`src/rtl/sync_ram_pkg.sv`:
```
// Shared types and helpers for the synchronous RAM controller and its storage array.
package sync_ram_pkg;

  typedef enum logic {
    CLEAR = 1'b0,
    READY = 1'b1
  } state_e;

  localparam logic OP_READ  = 1'b0;
  localparam logic OP_WRITE = 1'b1;

  // Widest word the merge helper handles; callers zero-extend and truncate.
  localparam int MERGE_W = 256;

  function automatic logic [MERGE_W-1:0] byte_merge(
    input logic [MERGE_W-1:0]   old_word,
    input logic [MERGE_W-1:0]   new_word,
    input logic [MERGE_W/8-1:0] be
  );
    logic [MERGE_W-1:0] res;
    res = old_word;
    for (int i = 0; i < MERGE_W/8; i++)
      if (be[i]) res[i*8 +: 8] = new_word[i*8 +: 8];
    return res;
  endfunction

endpackage

```
`src/rtl/sync_ram_array.sv`:
```
// Single-port storage with byte-enable writes and a registered read port.
module sync_ram_array
  import sync_ram_pkg::*;
#(
  parameter int ADDR_W = 8,
  parameter int DATA_W = 8,
  parameter int BE_W   = DATA_W/8
) (
  input  logic              clk,
  input  logic              we,
  input  logic              re,
  input  logic [ADDR_W-1:0] addr,
  input  logic [DATA_W-1:0] wdata,
  input  logic [BE_W-1:0]   be,
  output logic [DATA_W-1:0] rdata
);

  localparam int DEPTH = 2**ADDR_W;

  logic [DATA_W-1:0] mem [DEPTH];

  // No reset on the array: contents survive rst unless the clear sequence overwrites them.
  always_ff @(posedge clk) begin
    if (we)
      mem[addr] <= DATA_W'(byte_merge(MERGE_W'(mem[addr]), MERGE_W'(wdata), (MERGE_W/8)'(be)));
    if (re)
      rdata <= mem[addr];
  end

endmodule

```
`src/rtl/sync_ram_ctrl.sv`:
```
// Request/response front end for sync_ram_array: clear-on-reset sequencer,
// request gating and the RD_LAT-deep read response pipeline.
module sync_ram_ctrl
  import sync_ram_pkg::*;
#(
  parameter int ADDR_W         = 8,
  parameter int DATA_W         = 8,
  parameter int RD_LAT         = 1,
  parameter int CLEAR_ON_RESET = 1,
  localparam int BE_W          = DATA_W/8
) (
  input  logic              clk,
  input  logic              rst,
  input  logic              chip_en,
  input  logic              read_write,
  input  logic [ADDR_W-1:0] address,
  input  logic [DATA_W-1:0] data_in,
  input  logic [BE_W-1:0]   byte_en,
  output logic              req_ready,
  output logic [DATA_W-1:0] data_out,
  output logic              rsp_valid,
  output logic              init_done
);

  state_e            state, state_nxt;
  logic [ADDR_W-1:0] clr_cnt, clr_cnt_nxt;
  logic              ready_q;
  logic              clr_we;
  logic              acc, acc_rd, acc_wr;

  logic              arr_we;
  logic [ADDR_W-1:0] arr_addr;
  logic [DATA_W-1:0] arr_wdata;
  logic [BE_W-1:0]   arr_be;
  logic [DATA_W-1:0] arr_rdata;

  logic [RD_LAT:0]   vld_pipe;
  logic [RD_LAT:1]   vld_q;
  logic [DATA_W-1:0] rsp_data;

  // Nothing is accepted on a reset edge, so a request cannot sneak in alongside rst.
  assign acc    = chip_en && ready_q && !rst;
  assign acc_rd = acc && (read_write == OP_READ);
  assign acc_wr = acc && (read_write == OP_WRITE);

  always_ff @(posedge clk) begin
    if (rst) begin
      state   <= (CLEAR_ON_RESET != 0) ? CLEAR : READY;
      clr_cnt <= '0;
      ready_q <= 1'b0;
    end else begin
      state   <= state_nxt;
      clr_cnt <= clr_cnt_nxt;
      ready_q <= (state_nxt == READY);
    end
  end

  // Terminal count holds the counter so the clear never makes a second pass.
  always_comb begin
    state_nxt   = state;
    clr_cnt_nxt = clr_cnt;
    clr_we      = 1'b0;
    case (state)
      CLEAR: begin
        clr_we = !rst;
        if (clr_cnt == '1) state_nxt = READY;
        else               clr_cnt_nxt = clr_cnt + 1'b1;
      end
      default: ;
    endcase
  end

  assign arr_we    = clr_we || acc_wr;
  assign arr_addr  = clr_we ? clr_cnt : address;
  assign arr_wdata = clr_we ? '0 : data_in;
  assign arr_be    = clr_we ? '1 : byte_en;

  sync_ram_array #(
    .ADDR_W (ADDR_W),
    .DATA_W (DATA_W),
    .BE_W   (BE_W)
  ) u_array (
    .clk   (clk),
    .we    (arr_we),
    .re    (acc_rd),
    .addr  (arr_addr),
    .wdata (arr_wdata),
    .be    (arr_be),
    .rdata (arr_rdata)
  );

  assign vld_pipe = {vld_q, acc_rd};

  always_ff @(posedge clk) begin
    if (rst) vld_q <= '0;
    else     vld_q <= vld_pipe[RD_LAT-1:0];
  end

  generate
    if (RD_LAT == 1) begin : g_lat1
      assign rsp_data = arr_rdata;
    end else begin : g_lat2
      logic [DATA_W-1:0] data_q;
      always_ff @(posedge clk)
        if (vld_pipe[1]) data_q <= arr_rdata;
      assign rsp_data = data_q;
    end
  endgenerate

  assign rsp_valid = vld_pipe[RD_LAT];
  assign data_out  = vld_pipe[RD_LAT] ? rsp_data : '0;
  assign req_ready = ready_q;
  assign init_done = ready_q;

endmodule

```
`config.mk`:
```
export PLATFORM = sky130hd
export DESIGN_NAME = sync_ram_ctrl
export DESIGN_NICKNAME = d
export VERILOG_FILES = /design/src/rtl/sync_ram_pkg.sv /design/src/rtl/sync_ram_array.sv /design/src/rtl/sync_ram_ctrl.sv
export SDC_FILE = /design/constraint.sdc
export NUM_CORES = 2
export LEC_CHECK = 0
export CORE_ASPECT_RATIO = 0.5
export CORE_MARGIN = 4
export CORE_UTILIZATION = 45
export DETAILED_ROUTE_END_ITERATION = 10
export SLEW_MARGIN = 20
export SYNTH_ARGS = -nofsm -noshare
export SYNTH_HDL_FRONTEND = slang
export SYNTH_SLANG_ARGS = --single-unit
```
`constraint.sdc`:
```
create_clock -name clk -period 7.8 [get_ports clk]
set_input_delay 1.56 -clock clk [delete_from_list [all_inputs] [get_ports clk]]
set_output_delay 1.56 -clock clk [all_outputs]
set_load 0.01 [all_outputs]
```
==> flow_metrics.tcl <==
set metrics [dict create \
    synthSimpleGateAreaFrac 0.0202 \
    synth_area_per_cell_um2 17.0 \
    synthCells 4528 \
    hold_violations 0 \
    final_cell_mix "edfxtp_1, a22oi_1, a21oi_1" \
    grt_max_degree 182 \
    dieArea_um2 178000 \
    cts.repair.resized 0 \
    ys_seq_elements 2066 \
    ys_dominant_reg_cell "edfxtp_1" \
    crit_fanout 128 \
    synthMuxAreaShare 0.000130 \
    worst_clock_skew_ns 0.0469 \
    drv_cap 0 \
    clock.fmax_ghz 0.143 \
    synthXorXnorAreaFrac 0.000682 \
    critPathCaptureType "flop" \
    drtIter0Drc 5621 \
    path_cells "clkdlybuf4s50_1 -> or2_1 -> nor3_1 -> a31oi_4 -> buf_12 -> buf_12 -> buf_4 -> a21oi_1 -> o41ai_1 -> a41oi_1 -> or4_4 -> o21a_4 -> buf_12" \
    ys_async_sr_fraction 0 \
    synth_edf_count 2056 \
    num_vias 44700 \
    synthAdderAreaFrac 0.000162 \
    io_buffers 31 \
    placed_area_um2 81400 \
    synthesis.nets 4550 \
    hold_buffers 0 \
    rsz0062_at_grt "false" \
    peakVddDrop_v 0.000229 \
    fin_nets 4638 \
    fin_cells 7055 \
    cp.arrival_ns 7.45 \
    start_kind "input pin" \
    crit_top_cell "buf_12" \
    switchingPower_mw 5.19 \
    ys_seq_area_frac 0.804 \
    cp.required_ns 8.24 \
    clk_pin_slew_worst_paths_ns 0.06 \
    cts_max_path_buffers 3 \
    switching_share 0.228 \
    dieHeight_um 301 \
    yosysTopAreaCellShare 0.801 \
    cpPeakStageDelay_ns 0.94 \
    tightest_slew_ns 1.21 \
    antenna_found_initial 8 \
    tns_ns 0 \
    rows 107 \
    totalWireLength_um 211000 \
    syn_area_um2 77100 \
    ctsHtreeMaxLevel 4 \
    worst-setup-path-type "input pin to flop" \
    combPwrFrac 0.071 \
    setup_ws_ns 0.795 \
    cts_tree "built" \
    area_growth_pct 13.1 \
    cp_num_buf_inv 5 \
    seqCellArea_um2 61900 \
    fill_cells 13600 \
    p_int_mw 17.5 \
    synth_top_family_by_area "compound AO/OA/AOI/OAI gates" \
    multi_input_area_um2 13900 \
    wl_per_cell_um 29.9 \
    grt_pass1_wl_um 304000 \
    final_area_um2 87200 \
    gp_congestion 0.852 \
    pwr-share-seq 0.544 \
    slowest_stage "clkdlybuf4s50_1" \
    clk_latency_ns 0.84 \
    p_leak_nw 26.1 \
    outcome "finished, final reports clean" \
    r2r_start "init_done$_SDFF_PP0_" \
    post-place-ws_ns 0.151 \
    synth_area_leader_cell "edfxtp_1" \
    mostFrequentLayoutCell "edfxtp_1" \
    synth_compound_area_frac 0.155 \
    yosys-top-cells-area "edfxtp_1, a22oi_1, a21oi_1" \
    core_area_um2 170000 \
    synth_warnings 0 \
    dpl.hpwl_um 125000 \
    drive_gt1_frac 0.110 \
    yosysUniqueCellTypes 42 \
    dp_cells 6724 \
    start_util 0.453 \
    vias_per_cell 6.33 \
    period_share 0.898 \
    clock_power_share 0.385 \
    min_from "clr_cnt[1]$_SDFFE_PP0P_" \
    hp-class "flop to flop" \
    track_usage 0.233 \
    setup_violations 0 \
    die_w_um 593 \
    clock-sinks 2066 \
    layout_min_cycle_time_ns 7.01 \
    slew_headroom 0.190 \
    cts_root_buf "clkbuf_16" \
    hold_ws_ns 0.612 \
    ant_nets 0 \
    overflow 0 \
    crit_family "compound AO/OA/AOI/OAI gates" \
    num_io_pins 32 \
    drc 0 \
    dr.pass1.iters 6 \
    worstSetupStartpoint "rst" \
    drv_slew 0 \
    grt_pass1_vias 42900 \
    cts_buffers 179 \
    power_density_nw_per_um2 261 \
    post_cts_buffers 0 \
]
flip-flops by register name (all words and copies together), names as in the netlist:
signal         cells
u_array.mem     2048
clr_cnt            8
u_array.rdata      8
init_done          1
rsp_valid          1
worst paths after layout:
check | end | cells after the start | slack, ns
setup / recovery | u_array.mem[23][0]$_DFFE_PP_ | 13 | 0.79
hold / removal | clr_cnt[1]$_SDFFE_PP0P_ | 2 | 0.61
setup reg to reg | u_array.mem[23][0]$_DFFE_PP_ | 12 | 1.96
hold reg to reg | clr_cnt[1]$_SDFFE_PP0P_ | 2 | 0.61
power groups by stage:
stage	combinational [mW]	clock (mW)	sequential (mW)
finish	1.62	8.75	12.4
CTS	1.61	8.84	12.4
detailed placement	1.61	0	12.6
global placement	1.58	0	12.6
global route	1.72	9.34	12.4
floorplan	0.854	0	12.7
stage by stage:
step | util | power, mW
3_3_place_gp | 0.479 | 14.2
3_5_place_dp | 0.479 | 14.2
2_1_floorplan | - | 13.5
4_1_cts | 0.512 | 22.8
5_1_grt | 0.512 | 23.4
6_report | 0.512 | 22.7
per-layer routing:
metal	part of all wire	vias to the layer above	routed length (um)	global-route usage
met5	0.00017	-	36	0
met4	0.029	6	6200	0.0716
met3	0.10	361	21300	0.0527
met2	0.45	2396	96000	0.353
met1	0.42	23000	87800	0.339
li1	-	18900	-	-
kinds of logic after synthesis:
family / count (synthesis)
XOR/XNOR: 6
AO/OA/AOI/OAI: 1736
flip-flops: 2066
multiplexers: 1
AND/OR/NAND/NOR: 356
adder cells (fa/ha/maj): 1
buffers and inverters: 362
worst register-to-register path, stage by stage, from the launching register on:
cell     delay, ns
dfxtp_1       0.56
or2_1         0.39
nor3_1        0.14
a31oi_4       0.77
buf_12        0.27
buf_12        0.22
buf_4         0.29
a21oi_1       0.12
o41ai_1       0.76
a41oi_1       0.67
or4_4         0.66
o21a_4        0.26
buf_12        0.23
synthesized netlist by cell type (10+ instances only):
library cell / count
dfxtp_1: 10
o21a_1: 12
clkbuf_1: 258
buf_2: 59
o41ai_1: 128
nand2b_1: 13
a22oi_1: 1024
nor2_1: 264
or3_1: 10
a41oi_1: 32
edfxtp_1: 2056
a21oi_1: 521
inv_1: 13
buf_1: 21
nand2_1: 25
final cells by class:
cell class	instances	share of cell area
clock inverter	111	0.0120
clock buffer	219	0.0534
multi-input combinational	2100	0.159
sequential	2066	0.711
timing repair buffer	256	0.0316
tap	2289	0.0329
antenna	1	0.0000287
inverter	13	0.000560
(Power assumes the default switching activity.)
